<file path="src/rtl/muldiv_ctrl.sv">
// Iterative multiply/divide sequencer with architectural HI/LO registers.
// Operations take 32 CALC cycles plus one FIX cycle; MTHI/MTLO write in one cycle.
module muldiv_ctrl (
    input  logic        clk,
    input  logic        reset,
    input  logic        start,
    input  logic [2:0]  op,
    input  logic [31:0] rs_data,
    input  logic [31:0] rt_data,
    input  logic        mf_req,
    input  logic        flush,
    output logic        busy,
    output logic        stall,
    output logic        done,
    output logic [31:0] hi,
    output logic [31:0] lo
);
    typedef enum logic [1:0] {S_IDLE, S_CALC, S_FIX} state_t;

    state_t      r_state;
    logic [4:0]  r_cnt;
    logic        r_busy;
    logic        r_done;
    logic [31:0] r_hi;
    logic [31:0] r_lo;
    logic [31:0] r_a;
    logic [31:0] r_b;
    logic [63:0] r_prod;
    logic [31:0] r_rem;
    logic [31:0] r_quo;
    logic        r_is_div;
    logic        r_neg_q;
    logic        r_neg_r;

    logic        w_muldiv;
    logic        w_signed;
    logic        w_sa;
    logic        w_sb;
    logic [31:0] w_a_mag;
    logic [31:0] w_b_mag;
    logic [32:0] w_madd;
    logic [32:0] w_shift;
    logic        w_ge;
    logic [31:0] w_sub;
    logic [63:0] w_prod_s;
    logic [31:0] w_quo_s;
    logic [31:0] w_rem_s;

    always_comb begin
        w_muldiv = ~op[2];
        w_signed = ~op[0];
        w_sa     = w_signed & rs_data[31];
        w_sb     = w_signed & rt_data[31];
        w_a_mag  = w_sa ? -rs_data : rs_data;
        w_b_mag  = w_sb ? -rt_data : rt_data;

        // Shift-add step: add multiplicand into the upper half, then shift right.
        w_madd   = {1'b0, r_prod[63:32]} + (r_prod[0] ? {1'b0, r_a} : 33'd0);

        // Restoring step on a 33-bit partial remainder; the difference fits in 32 bits.
        w_shift  = {r_rem, r_quo[31]};
        w_ge     = (w_shift >= {1'b0, r_b});
        w_sub    = w_shift[31:0] - r_b;

        w_prod_s = r_neg_q ? -r_prod : r_prod;
        // Divide by zero leaves remainder == |dividend|, so its signed form is rs itself.
        w_quo_s  = (r_b == '0) ? '1 : (r_neg_q ? -r_quo : r_quo);
        w_rem_s  = r_neg_r ? -r_rem : r_rem;
    end

    always_ff @(posedge clk or posedge reset) begin
        if (reset) begin
            r_state  <= S_IDLE;
            r_cnt    <= '0;
            r_busy   <= 1'b0;
            r_done   <= 1'b0;
            r_hi     <= '0;
            r_lo     <= '0;
            r_a      <= '0;
            r_b      <= '0;
            r_prod   <= '0;
            r_rem    <= '0;
            r_quo    <= '0;
            r_is_div <= 1'b0;
            r_neg_q  <= 1'b0;
            r_neg_r  <= 1'b0;
        end else begin
            r_done <= 1'b0;
            case (r_state)
                S_IDLE: begin
                    if (start && !flush) begin
                        if (w_muldiv) begin
                            r_a      <= w_a_mag;
                            r_b      <= w_b_mag;
                            r_prod   <= {32'h0, w_b_mag};
                            r_rem    <= '0;
                            r_quo    <= w_a_mag;
                            r_is_div <= op[1];
                            r_neg_q  <= w_sa ^ w_sb;
                            r_neg_r  <= w_sa;
                            r_cnt    <= '0;
                            r_busy   <= 1'b1;
                            r_state  <= S_CALC;
                        end else if (op[1:0] == 2'b00) begin
                            r_hi <= rs_data;
                        end else if (op[1:0] == 2'b01) begin
                            r_lo <= rs_data;
                        end
                    end
                end
                S_CALC: begin
                    if (flush) begin
                        r_busy  <= 1'b0;
                        r_state <= S_IDLE;
                    end else begin
                        if (r_is_div) begin
                            r_rem <= w_ge ? w_sub : w_shift[31:0];
                            r_quo <= {r_quo[30:0], w_ge};
                        end else begin
                            r_prod <= {w_madd, r_prod[31:1]};
                        end
                        r_cnt <= r_cnt + 5'd1;
                        if (r_cnt == 5'd31) begin
                            r_done  <= 1'b1;
                            r_state <= S_FIX;
                        end
                    end
                end
                S_FIX: begin
                    r_busy  <= 1'b0;
                    r_state <= S_IDLE;
                    if (!flush) begin
                        if (r_is_div) begin
                            r_hi <= w_rem_s;
                            r_lo <= w_quo_s;
                        end else begin
                            r_hi <= w_prod_s[63:32];
                            r_lo <= w_prod_s[31:0];
                        end
                    end
                end
                default: r_state <= S_IDLE;
            endcase
        end
    end

    assign busy  = r_busy;
    assign stall = r_busy && (mf_req || start);
    // A flush during FIX cancels the commit, so the pulse is suppressed with it.
    assign done  = r_done && !flush;
    assign hi    = r_hi;
    assign lo    = r_lo;

endmodule

</file>
<file path="config.mk">
export PLATFORM = sky130hd
export DESIGN_NAME = muldiv_ctrl
export DESIGN_NICKNAME = d
export VERILOG_FILES = /design/src/rtl/muldiv_ctrl.sv
export SDC_FILE = /design/constraint.sdc
export NUM_CORES = 1
export LEC_CHECK = 0
export BUFFER_PORTS_ARGS = -buffer_cell sky130_fd_sc_hd__buf_2
export CAP_MARGIN = 20
export CORE_UTILIZATION = 45
export DETAILED_ROUTE_END_ITERATION = 7
export PLACE_DENSITY_LB_ADDON = 0.3
export REMOVE_ABC_BUFFERS = 1
export SLEW_MARGIN = 15
export SYNTH_ARGS = -nofsm -noshare
export SYNTH_HDL_FRONTEND = slang
export SYNTH_SLANG_ARGS = --single-unit
</file>
<file path="constraint.sdc">
create_clock -name clk -period 21.6 [get_ports clk]
set_input_delay 2.16 -clock clk [delete_from_list [all_inputs] [get_ports clk]]
set_output_delay 2.16 -clock clk [all_outputs]
set_load 0.1 [all_outputs]
</file>
### Word-level counts from Yosys, hierarchy flattened

Index checks and enable logic that the tools add are counted.

* memories: 0
* memory bits (read-only): 0
* bits in latches: 0
* register bits: 268
* RAM bits: 0

* div/mod/pow operators: 0
* mux-type cells: 52
* equal/unequal tests: 16
* $add $sub $neg: 8
* reductions and logical operators: 19
* shift-type cells: 0
* multiply operators: 0
* bitwise gates (word level): 5
* magnitude comparators: 1

Operator list (number)
* two-way mux 32 bit: 26
* two-way mux 64 bit: 5
* one-hot mux 32 bit (2 select lines): 4
* negator 32 bit: 4
* one-hot mux 64 bit (2 select lines): 1
* negator 64 bit: 1
* adder 32 x 32 -> 33 bit: 1
* >= comparator 33 x 32 -> 1 bit: 1
* logical NOT 32 bit: 1
* subtractor 32 bit: 1
* != test 2 bit, second input constant: 11
* two-way mux 5 bit: 3
* AND reduction 5 bit: 3
* one-hot mux 5 bit (2 select lines): 1
* two-way mux 2 bit: 4
* AND reduction 4 bit: 2
* two-way mux 1 bit: 6
* AND reduction 3 bit: 2
* AND reduction 6 bit: 1
* adder 5 x 1 -> 5 bit, second input constant: 1
* == test 5 bit, second input constant: 1
* == test 2 x 1 -> 1 bit, second input constant: 2
* logical NOT 2 bit: 2
* one-hot mux 2 bit (2 select lines): 1
* other kinds (11): 16

### Longest topological paths before layout

* depth in word-level cells: 6
* mapped depth: 14

### Worst setup path after synthesis

OpenSTA, ideal clock, no wires.

* path type: input-to-output
* start point: input flush
* end point: output done
* buffers on the path: 1
* stages on the path: 2
* setup slack: 15768 ps
* data required time: 19440 ps
* arrival time: 3672 ps
* path through: clkbuf_1 nor2b_1

* longest elaborated chain between the ends: 2

RTL lines
* start: declaration: line 11 `input logic flush,`
* logical NOT 1 bit: line 150 `assign done = r_done && !flush;`
* logical AND 1 bit: line 150
* end: declaration: line 14 `output logic done,`

Every way passes these cells.

### Final worst setup path

Ends and elaborated chain as after synthesis.

==> results_dict.tcl <==
set metrics [dict create \
    status "completed" \
    max-cap-violations 0 \
    max-clock-path-buffers 3 \
    wl_mm 64.1 \
    ys.flop_type "dfrtp_1" \
    drt_pre_antenna_iters 8 \
    wl_per_cell_um 21.4 \
    tightest_slew_ns 1.03 \
    ys_types 80 \
    critical_path_class "in -> out" \
    fin_hold_ws_ns 0.474 \
    drive_gt1_frac 0.110 \
    skew_ns 0.0245 \
    cp.arrival_ns 2.87 \
    fin_util 0.512 \
    clkTransAtPathRegs_ns 0.06 \
    comb_power_share 0.507 \
    critPathLaunch "flush" \
    setup-violations-final 0 \
    rsz0062_at_grt "false" \
    grt_max_degree 98 \
    hold_class "reg -> reg" \
    grt_usage 0.293 \
    worst_slack_ns 16.57 \
    crit_slowest_cell "buf_2" \
    viasPerCell 6.16 \
    internal_power_mw 1.46 \
    setup_tns_ns 0 \
    stdcell_count 2991 \
    place_ws_ns 16.46 \
    cp_cell_sequence "buf_2, nor2b_1, buf_2" \
    pwr-share-seq 0.289 \
    pin_count 139 \
    finalCriticalPeriod_ns 5.03 \
    crit_path_end_kind "primary output" \
    min_from "hi[21]" \
    cts_tree "yes" \
    cts_buffers 35 \
    slew_viol_final 0 \
    async_reset_ff_frac 1.00 \
    initial_core_util 0.457 \
    postSynthCellCount 2358 \
    fin_crit_sh 0.233 \
    post_cts_buffers 0 \
    cts.sinks 268 \
    cts_resized 0 \
    final_common_cell "nand2_1" \
    cp_num_buf_inv 2 \
    path_delay_family "buffers and inverters" \
    root_buffer "clkbuf_16" \
    required_ns 19.44 \
    dp_hpwl_mm 46.5 \
    drtIter0Drc 1691 \
    final_cell_mix "333 x nand2_1, 293 x o21ai_0, 266 x dfrtp_1" \
    path_max_fanout 11 \
    grt_pass1_wl_mm 99.8 \
    drc 0 \
    hold_viol_final 0 \
    die_w_um 209 \
    slowest_delay_ns 0.43 \
    row_count 75 \
    antenna_found_initial 1 \
    coreArea_mm2 0.0420 \
    yosysWarnings 0 \
    dieArea_mm2 0.0435 \
    ir_drop_v 0.000171 \
    max_slew_margin 0.312 \
    synth_enable_flop_cells 0 \
    synthesis.area_mm2 0.0192 \
    overflow 0 \
    power_density_mw_per_mm2 140 \
    hold_buffers 0 \
    worstReg2RegStart "r_quo[31]" \
    clkLatencyLatePin_ns 0.56 \
    crit_top_cell "buf_2" \
    swShare 0.515 \
    grt_pass1_vias 17200 \
    vias 18400 \
    switching_power_mw 1.56 \
    ys_ff_latch 268 \
    nets 2573 \
    htree_levels 2 \
    area_delta_synth_final_pct 12.1 \
    port_buffers 138 \
    p_leak_nw 9.59 \
    start_kind "input pin" \
    antenna_left 0 \
    die_h_um 209 \
    gp_congestion 0.965 \
    dp.cells 2924 \
    clock.fmax_mhz 199 \
    syn_avg_cell_area_um2 8.14 \
    ys_seq_area_frac 0.349 \
    clkPwrFrac 0.204 \
]
tightest hold or removal path, delay by kind of cell (launching register included):
kind	cells	cell delay, ns
flip-flops	1	0.34
AO/OA/AOI/OAI	1	0.06
AND/OR/NAND/NOR	1	0.04
final timing paths:
kind	endpoint	slack (ns)	cells past startpoint
worst max-delay path	done	16.57	3
worst min-delay path	hi[21]	0.47	2
worst max register to register	r_rem[30]	17.41	13
worst min register to register	hi[21]	0.47	2
max in group asynchronous	r_is_div	17.56	4
min in group asynchronous	lo[29]	1.73	2
logic make-up after synthesis:
kind of cell | share of synthesized area
xor gates and xnor gates | 0.106
muxes | 0.0207
adders and majority gates | 0.0509
and+or+nand+nor | 0.194
buffers and inverters | 0.0390
AOI/OAI and AO/OA | 0.240
DFF | 0.349
stage by stage:
stage	total power, mW	cell area, µm²
global route	3.18	21500
detailed placement	2.38	20300
global placement	2.35	20300
finish	3.02	21500
floorplan	2.01	18700
CTS	3.01	21500
sequential cells by signal (all words and copies together), names as in the netlist:
| register | cells |
|---|---|
| r_prod | 64 |
| hi | 32 |
| lo | 32 |
| r_a | 32 |
| r_b | 32 |
| r_quo | 32 |
| r_rem | 32 |
| r_cnt | 5 |
| r_state | 2 |
| busy | 1 |
| r_done | 1 |
| r_is_div | 1 |
| r_neg_q | 1 |
| r_neg_r | 1 |
final cells by class:
class / instances / area, µm²
antenna: 1 / 2.50
clock buffer: 48 / 1020
clock inverter: 16 / 188
fill: 4041 / 20500
inverter: 63 / 244
multi-input combinational: 1893 / 11800
sequential: 268 / 6710
tap: 539 / 674
timing repair buffer: 163 / 893
cells in the mapped netlist, types with 25 or more instances:
master | count | area, µm²
o31ai_1 | 47 | 353
a31oi_1 | 27 | 169
o21ai_0 | 294 | 1470
a21o_1 | 32 | 240
nand2_1 | 335 | 1260
clkbuf_1 | 119 | 447
and2_1 | 41 | 257
xor2_1 | 124 | 1090
nor2_1 | 185 | 694
nor2b_1 | 25 | 156
a21oi_1 | 192 | 961
mux2i_1 | 33 | 330
nor3_1 | 35 | 175
xnor2_1 | 109 | 955
inv_1 | 61 | 229
dfrtp_1 | 268 | 6710
o41ai_1 | 26 | 228
ha_1 | 75 | 938
per-layer routing:
layer	global-route usage	part of all wire	routed length (µm)
met5	0	0	0
met1	0.403	0.43	27800
met2	0.461	0.45	28600
met4	0.118	0.040	2570
met3	0.0442	0.079	5090
power by group through the flow:
stage / Combinational (mW) / Sequential, mW / Clock, mW
after global placement: 1.48 / 0.872 / 0
after global routing: 1.64 / 0.895 / 0.641
after detailed placement: 1.50 / 0.878 / 0
final: 1.53 / 0.873 / 0.615
after floorplan: 0.733 / 1.27 / 0
after CTS: 1.51 / 0.872 / 0.624
Note: power is estimated with default switching activity, not from simulation.
